File: src/rtl/cdb_arbiter.sv
// cdb_arbiter: buffers ALU and load results in small FIFOs and round-robins them onto the registered CDB.
// Defining CDB_ARB_STATS_EN adds the stat_alu_grants / stat_mem_grants / stat_conflicts counter outputs.

module cdb_arb_fifo #(
   parameter int W     = 8,
   parameter int DEPTH = 2
) (
   input  logic         clk,
   input  logic         rst,
   input  logic         flush,
   input  logic         push,
   input  logic [W-1:0] din,
   input  logic         pop,
   output logic         ready,
   output logic         empty,
   output logic [W-1:0] head
);
   localparam int PTR_W = $clog2(DEPTH);
   localparam int CNT_W = $clog2(DEPTH) + 1;

   logic [W-1:0]     mem_r [DEPTH];
   logic [PTR_W-1:0] wr_ptr_r;
   logic [PTR_W-1:0] rd_ptr_r;
   logic [CNT_W-1:0] count_r;
   logic             do_push_s;
   logic             do_pop_s;

   assign ready     = (count_r < CNT_W'(DEPTH));
   assign empty     = (count_r == {CNT_W{1'b0}});
   assign head      = mem_r[rd_ptr_r];
   assign do_push_s = push & ready & ~flush;
   assign do_pop_s  = pop & ~empty & ~flush;

   // Entry storage
   always_ff @(posedge clk or posedge rst) begin
      if (rst) begin
         for (int i = 0; i < DEPTH; i++) begin
            mem_r[i] <= {W{1'b0}};
         end
      end else if (do_push_s) begin
         mem_r[wr_ptr_r] <= din;
      end else begin
         mem_r[wr_ptr_r] <= mem_r[wr_ptr_r];
      end
   end

   // Pointers wrap naturally because DEPTH is a power of two
   always_ff @(posedge clk or posedge rst) begin
      if (rst) begin
         wr_ptr_r <= {PTR_W{1'b0}};
         rd_ptr_r <= {PTR_W{1'b0}};
         count_r  <= {CNT_W{1'b0}};
      end else if (flush) begin
         wr_ptr_r <= {PTR_W{1'b0}};
         rd_ptr_r <= {PTR_W{1'b0}};
         count_r  <= {CNT_W{1'b0}};
      end else begin
         if (do_push_s) begin
            wr_ptr_r <= wr_ptr_r + PTR_W'(1);
         end else begin
            wr_ptr_r <= wr_ptr_r;
         end
         if (do_pop_s) begin
            rd_ptr_r <= rd_ptr_r + PTR_W'(1);
         end else begin
            rd_ptr_r <= rd_ptr_r;
         end
         case ({do_push_s, do_pop_s})
            2'b10:   count_r <= count_r + CNT_W'(1);
            2'b01:   count_r <= count_r - CNT_W'(1);
            default: count_r <= count_r;
         endcase
      end
   end
endmodule

module cdb_arbiter_checker (
   input logic clk,
   input logic rst,
   input logic flush,
   input logic alu_valid,
   input logic alu_ready,
   input logic mem_valid,
   input logic mem_ready
);
   // A producer must not present a result its FIFO cannot take; a flush cycle drops inputs anyway
   alu_no_overrun: assert property (@(posedge clk) disable iff (rst)
      !(alu_valid && !alu_ready && !flush));
   mem_no_overrun: assert property (@(posedge clk) disable iff (rst)
      !(mem_valid && !mem_ready && !flush));
endmodule

module cdb_arbiter #(
   parameter int TAG_W      = 5,
   parameter int DATA_W     = 32,
   parameter int FIFO_DEPTH = 2
) (
   input  logic              clk,
   input  logic              rst,
   input  logic              flush,
   input  logic              alu_valid,
   input  logic [TAG_W-1:0]  alu_tag,
   input  logic [DATA_W-1:0] alu_data,
   output logic              alu_ready,
   input  logic              mem_valid,
   input  logic [TAG_W-1:0]  mem_tag,
   input  logic [DATA_W-1:0] mem_data,
   output logic              mem_ready,
   output logic              cdb_valid,
   output logic [TAG_W-1:0]  cdb_tag,
   output logic [DATA_W-1:0] cdb_data
`ifdef CDB_ARB_STATS_EN
   ,
   output logic [31:0]       stat_alu_grants,
   output logic [31:0]       stat_mem_grants,
   output logic [31:0]       stat_conflicts
`endif
);
   localparam int ENT_W = TAG_W + DATA_W;

   typedef enum logic {
      SRC_ALU = 1'b0,
      SRC_MEM = 1'b1
   } src_t;

   src_t             last_grant_r;
   src_t             last_grant_nxt_s;
   logic             alu_empty_s;
   logic             mem_empty_s;
   logic [ENT_W-1:0] alu_head_s;
   logic [ENT_W-1:0] mem_head_s;
   logic             grant_alu_s;
   logic             grant_mem_s;

   cdb_arb_fifo #(.W(ENT_W), .DEPTH(FIFO_DEPTH)) u_alu_fifo (
      .clk   (clk),
      .rst   (rst),
      .flush (flush),
      .push  (alu_valid),
      .din   ({alu_tag, alu_data}),
      .pop   (grant_alu_s),
      .ready (alu_ready),
      .empty (alu_empty_s),
      .head  (alu_head_s)
   );

   cdb_arb_fifo #(.W(ENT_W), .DEPTH(FIFO_DEPTH)) u_mem_fifo (
      .clk   (clk),
      .rst   (rst),
      .flush (flush),
      .push  (mem_valid),
      .din   ({mem_tag, mem_data}),
      .pop   (grant_mem_s),
      .ready (mem_ready),
      .empty (mem_empty_s),
      .head  (mem_head_s)
   );

   cdb_arbiter_checker u_checker (
      .clk       (clk),
      .rst       (rst),
      .flush     (flush),
      .alu_valid (alu_valid),
      .alu_ready (alu_ready),
      .mem_valid (mem_valid),
      .mem_ready (mem_ready)
   );

   // Last-grant state; reset to MEM so ALU wins the first tie
   always_ff @(posedge clk or posedge rst) begin
      if (rst) begin
         last_grant_r <= SRC_MEM;
      end else begin
         last_grant_r <= last_grant_nxt_s;
      end
   end

   // Round-robin arbitration over the FIFO heads; nothing is granted on a flush cycle
   always_comb begin
      grant_alu_s      = 1'b0;
      grant_mem_s      = 1'b0;
      last_grant_nxt_s = last_grant_r;
      if (!flush) begin
         case ({~alu_empty_s, ~mem_empty_s})
            2'b11: begin
               if (last_grant_r == SRC_MEM) begin
                  grant_alu_s = 1'b1;
               end else begin
                  grant_mem_s = 1'b1;
               end
            end
            2'b10:   grant_alu_s = 1'b1;
            2'b01:   grant_mem_s = 1'b1;
            default: grant_alu_s = 1'b0;
         endcase
         if (grant_alu_s) begin
            last_grant_nxt_s = SRC_ALU;
         end else if (grant_mem_s) begin
            last_grant_nxt_s = SRC_MEM;
         end else begin
            last_grant_nxt_s = last_grant_r;
         end
      end else begin
         last_grant_nxt_s = last_grant_r;
      end
   end

   // Broadcast register; tag/data hold their last value when nothing is granted
   always_ff @(posedge clk or posedge rst) begin
      if (rst) begin
         cdb_valid <= 1'b0;
         cdb_tag   <= {TAG_W{1'b0}};
         cdb_data  <= {DATA_W{1'b0}};
      end else if (grant_alu_s) begin
         cdb_valid <= 1'b1;
         cdb_tag   <= alu_head_s[ENT_W-1:DATA_W];
         cdb_data  <= alu_head_s[DATA_W-1:0];
      end else if (grant_mem_s) begin
         cdb_valid <= 1'b1;
         cdb_tag   <= mem_head_s[ENT_W-1:DATA_W];
         cdb_data  <= mem_head_s[DATA_W-1:0];
      end else begin
         cdb_valid <= 1'b0;
         cdb_tag   <= cdb_tag;
         cdb_data  <= cdb_data;
      end
   end

`ifdef CDB_ARB_STATS_EN
   // Statistics survive flush; only rst clears them
   always_ff @(posedge clk or posedge rst) begin
      if (rst) begin
         stat_alu_grants <= 32'd0;
         stat_mem_grants <= 32'd0;
         stat_conflicts  <= 32'd0;
      end else begin
         stat_alu_grants <= stat_alu_grants + {31'd0, grant_alu_s};
         stat_mem_grants <= stat_mem_grants + {31'd0, grant_mem_s};
         stat_conflicts  <= stat_conflicts + {31'd0, (~alu_empty_s & ~mem_empty_s)};
      end
   end
`endif

endmodule

File: config.mk
export PLATFORM = sky130hd
export DESIGN_NAME = cdb_arbiter
export DESIGN_NICKNAME = d
export VERILOG_FILES = /design/src/rtl/cdb_arbiter.sv
export SDC_FILE = /design/constraint.sdc
export NUM_CORES = 1
export LEC_CHECK = 0
export BUFFER_PORTS_ARGS = -buffer_cell sky130_fd_sc_hd__buf_2
export CORE_MARGIN = 2
export CORE_UTILIZATION = 55
export CTS_BUF_LIST = sky130_fd_sc_hd__clkbuf_8
export DETAILED_ROUTE_END_ITERATION = 7
export PLACE_DENSITY_LB_ADDON = 0.05
export SKIP_LAST_GASP = 1
export SYNTH_ARGS = -nofsm -noshare
export SYNTH_HDL_FRONTEND = slang
export SYNTH_SLANG_ARGS = --single-unit
File: constraint.sdc
create_clock -name clk -period 10.22 [get_ports clk]
set_clock_uncertainty 0.15 [all_clocks]
set_input_delay 1.533 -clock clk [delete_from_list [all_inputs] [get_ports clk]]
set_output_delay 1.533 -clock clk [all_outputs]
set_load 0.01 [all_outputs]
Word level (Yosys, flattened, before mapping)
Index checks and enable logic that the tools add are counted.

operators by class
  $add $sub $neg = 8
  order comparisons = 8
  equal/unequal tests = 7
  muxes and demuxes = 50
  bitwise operators = 15
  reductions and logical operators = 13

operator list
  cell                   count
  $mux W37               14
  $bwmux W74             4
  $mux W74               2
  $demux W37 S1          2
  $mux W32               2
  $mux W1                18
  $reduce_bool A2 Y1     6
  $mux W5                2
  $and A1 B1 Y1          8
  $eq A2 B2 Y1 const B   4
  $ge A2 B2 Y1 const B   4
  $not A1 Y2             4
  $pmux W2 S2            2
  $eq A2 B1 Y1 const B   3
  $reduce_bool A3 Y1     2
  $add A1 B1 Y1 const B  4
  $add A2 B1 Y2 const B  2
  $logic_not A2 Y1       2
  $lt A2 B1 Y1 const B   2
  $lt A2 B2 Y1 const B   2
  $mux W2                2
  $pmux W1 S2            2
  $sub A2 B1 Y2 const B  2
  $not A1 Y1             3
  other kinds (2)        3

storage, ports and cells
  bits in registers = 195
  bits of input ports = 79
  output and inout bits = 40
  logic and storage cells = 115

Logic depth before layout (Yosys ltp)
  depth after elaboration = 11
  mapped depth = 6

By module
Synthesis repeated with hierarchy kept, for this count alone.

second synthesis, totals
  cells, all modules = 663
  area, all modules = 8780.9 µm²

by module, submodules not included
  module        instances  cells each  area each (µm²)
  cdb_arb_fifo  2          221         3424.5
  cdb_arbiter   1          221         1931.9

Worst setup path before layout
Ideal clock, no wire load.

  path type = in2reg
  start = input alu_valid
  end = register u_alu_fifo.mem_r[0] in the netlist's numbering
  setup time = 0.125 ns
  data arrival time = 2.512 ns
  data required time = 9.945 ns
  setup slack = 7.433 ns
  stages = 5
  path buffers = 2
  cells stage by stage = nor2b_1 > and3_1 > buf_4 > buf_6 > mux2_2

on the way
  longest elaborated chain between the ends = 3

RTL lines
  element                        line  source
  start, declared                101   input logic alu_valid,
  $and A1 B1 Y1 (2 in a row)     31    assign do_push_s = push & ready & ~flush;
  $mux W74                       40    end else if (do_push_s) begin
  end signal, assigned by index  38    mem_r[i] <= {W{1'b0}};
  end signal, assigned by index  41    mem_r[wr_ptr_r] <= din;
  end signal, assigned by index  43    mem_r[wr_ptr_r] <= mem_r[wr_ptr_r];
  end, declared                  21    logic [W-1:0] mem_r [DEPTH];

Every way passes these cells.
A chain may end at the register's enable or synchronous reset.

Worst setup path after layout
  start = input flush
  end = register u_alu_fifo.mem_r[50] in the netlist's numbering

on the way
  longest elaborated chain between the ends = 3

RTL lines
  element               line  source
  start, declared       100   input logic flush,
  $not A1 Y1 (no line)  -
  $and A1 B1 Y1         31
  $mux W74              40

Every way passes these cells.

==> impl_metrics.json <==
{
  "status": "complete, no violations",
  "power_per_cell_area_mw_per_mm2": 230,
  "clockRootBuffer": "clkbuf_8",
  "crit_required_ps": 10400,
  "fin_cells": 901,
  "synth-edff-count": 0,
  "syn-num-nets": 674,
  "grt_max_degree": 76,
  "slew_violations": 0,
  "final_area_mm2": 0.00958,
  "synth_top_area_share_pct": 57.0,
  "cts_resized": 0,
  "drt_iter0_drc": 250,
  "cp_slowest_cell": "nor3_4",
  "postCtsSetupBuffers": 0,
  "grt-busiest-layer": "met1",
  "place_congestion": 0.836,
  "synth-seq-cells": 195,
  "synthesis.area_mm2": 0.00852,
  "die_width_um": 128,
  "ys_top_cells_by_area": "dfrtp_1, mux2_2, mux2i_1",
  "use_met3_pct": 5.07,
  "worstHoldStart": "u_mem_fifo.mem_r[28]$_DFFE_PP0P_",
  "track_usage_pct": 22.2,
  "syn_inst": 595,
  "detail-route-antenna-nets": 0,
  "numCtsBuffers": 17,
  "hold_path.class": "register to register",
  "dpl_cell_area_mm2": 0.00916,
  "avgSynthCellArea_um2": 14.3,
  "crit_buf_inv": 2,
  "setup_slack_ps": 6980,
  "worst_r2r_path_depth": 4,
  "post-synth-top-count-cell": "dfrtp_1",
  "clk_path_buf_depth": 2,
  "leakagePower_nw": 4.20,
  "coreArea_mm2": 0.0151,
  "drt-pass1-iter-count": 5,
  "criticalPathCategory": "input port to register",
  "ctsHoldBuffers": 0,
  "yosys.area.top_type": "dfrtp_1",
  "rr_startpoint": "u_alu_fifo.count_r[1]$_DFFE_PP0P_",
  "portBuffers": 118,
  "n_antenna_cell": 0,
  "timing.fmax_mhz": 308,
  "dieArea_mm2": 0.0165,
  "grt.met2_usage_pct": 32.8,
  "synth-compound-area-share_pct": 5.43,
  "cp_top_family": "simple AND/OR/NAND/NOR gates",
  "r2r_slack_ps": 7690,
  "drive_gt1_share_pct": 48.7,
  "worst_slew_pin_slew_ps": 1080,
  "multi_input_area_mm2": 0.00331,
  "start_util_pct": 56.3,
  "muxShareOfSynthArea_pct": 28.8,
  "num_vias": 5099,
  "clk_pin_slew_worst_paths_ps": 90,
  "path_max_fanout": 20,
  "maxSlewHeadroom_pct": 28.3,
  "cts_num_sinks": 195,
  "finalWirelength_mm": 17.8,
  "power_mw": 2.20,
  "synthXorXnorAreaFrac_pct": 0.206,
  "regArea_mm2": 0.00488,
  "synth_warnings": 0,
  "hold_violations": 0,
  "pre_cts_ws_ps": 6490,
  "setup_viol": 0,
  "dp_cells": 869,
  "worst_ep_arrival_time_ps": 3430,
  "fin_setup_tns_ps": 0,
  "cp-end-kind": "register",
  "grt_overflow": 0,
  "synth_async_sr_flop_share_pct": 100,
  "areaGrowthSynthToFinish_pct": 12.4,
  "final_util_pct": 63.2,
  "worstSetupStartpointType": "input port",
  "synthAdderAreaFrac_pct": 0,
  "ys_seq_area_share_pct": 57.3,
  "synthDistinctLibCells": 34,
  "maxCapViolations": 0,
  "rsz0062_at_grt": "no",
  "vias_per_cell": 5.66,
  "slowest_delay_ps": 870,
  "synth_common_cells": "dfrtp_1, mux2_2, mux2i_1, nor3_1, a221o_1",
  "ctsHtreeMaxLevel": 4,
  "wl_per_cell_um": 19.7,
  "clock_latency_ps": 450,
  "synth_top_family_by_area": "multiplexers",
  "fin_crit_sh_pct": 31.7,
  "drc": 0,
  "r2r_end": "u_alu_fifo.mem_r[50]$_DFFE_PP0N_",
  "hold_path_depth": 1,
  "nFillCells": 1176,
  "nets": 779,
  "rows": 45,
  "hold_ws_ps": 342,
  "hpwl_mm": 12.2,
  "grt_antenna_before_repair": 0,
  "path_cells": "buf_2 > nor3_4 > buf_4 > mux2_2",
  "synth_flop_cell": "dfrtp_1",
  "grt_pass1_vias": 5207,
  "hold_end": "u_mem_fifo.mem_r[28]$_DFFE_PP0P_",
  "grt_pass1_wl_mm": 27.8,
  "peakVddDrop_mv": 0.105,
  "pin_count": 119,
  "fin_crit_ps": 3240,
  "die_y_um": 128,
  "cts_tree": "yes",
  "gr-usage-met1_pct": 34.1,
  "yosys.area_share.simple_pct": 4.33
}
## flip-flops by register name (all words and copies together), names as in the netlist
signal               cells
cdb_data                32
u_mem_fifo.count_r       2
u_alu_fifo.wr_ptr_r      1
u_alu_fifo.mem_r        74
cdb_tag                  5
u_mem_fifo.wr_ptr_r      1
u_mem_fifo.rd_ptr_r      1
u_mem_fifo.mem_r        74
u_alu_fifo.count_r       2
u_alu_fifo.rd_ptr_r      1
last_grant_r             1
cdb_valid                1
## how the worst max path moves through the flow
stage,to,cells after the start,startpoint,slack [ps]
final,u_alu_fifo.mem_r[50]$_DFFE_PP0N_,4,flush,6980
after global routing,u_alu_fifo.mem_r[63]$_DFFE_PP0N_,4,flush,6900
after CTS,u_alu_fifo.mem_r[50]$_DFFE_PP0N_,4,flush,6990
after detailed placement,u_alu_fifo.mem_r[43]$_DFFE_PP0N_,4,flush,6490
after global placement,u_alu_fifo.mem_r[44]$_DFFE_PP0N_,4,flush,6540
after floorplan,cdb_data[0]$_DFFE_PP0P_,1,rst,3230
## worst register-to-register path, cell delays in order, from the launching register on
cell,delay [ps]
dfrtp_1,480
nand2b_4,200
nor3_4,790
buf_4,430
mux2_2,380
## power breakdown
part	internal (mW)	switching, mW
combinational	0.306	0.234
clock	0.265	0.255
sequential	1.00	0.142
## layout make-up
class                   count  share of cell area (%)
well taps                 188                    2.46
clock buffers              21                    3.02
multi-input cells         341                    34.5
flip-flops and latches    195                    51.0
inverters                  19                   0.797
clock inverters            11                    1.41
repair buffers            126                    6.79
## cell families after synthesis
group / Yosys count
compound gates: 54
xor+xnor: 2
buf+inv: 59
flops: 195
mux: 222
simple gates: 63
## routing by layer
metal	part of all wire (%)	wire, um
met1	51	9090
met2	44	7840
met3	3.8	673
met4	0.84	150
met5	0	0
## cells in the final DEF, fill, tap and decap left out, types with 4 or more instances in the layout
cell	instances
mux2_2	178
inv_1	21
nor3_1	37
nand2_1	4
mux2i_1	37
dfrtp_1	192
a221oi_1	14
o21ai_0	5
buf_4	8
a221o_1	23
mux2_1	7
clkbuf_8	21
buf_2	118
nor2_1	4
Power figures use the tool's default switching activity.
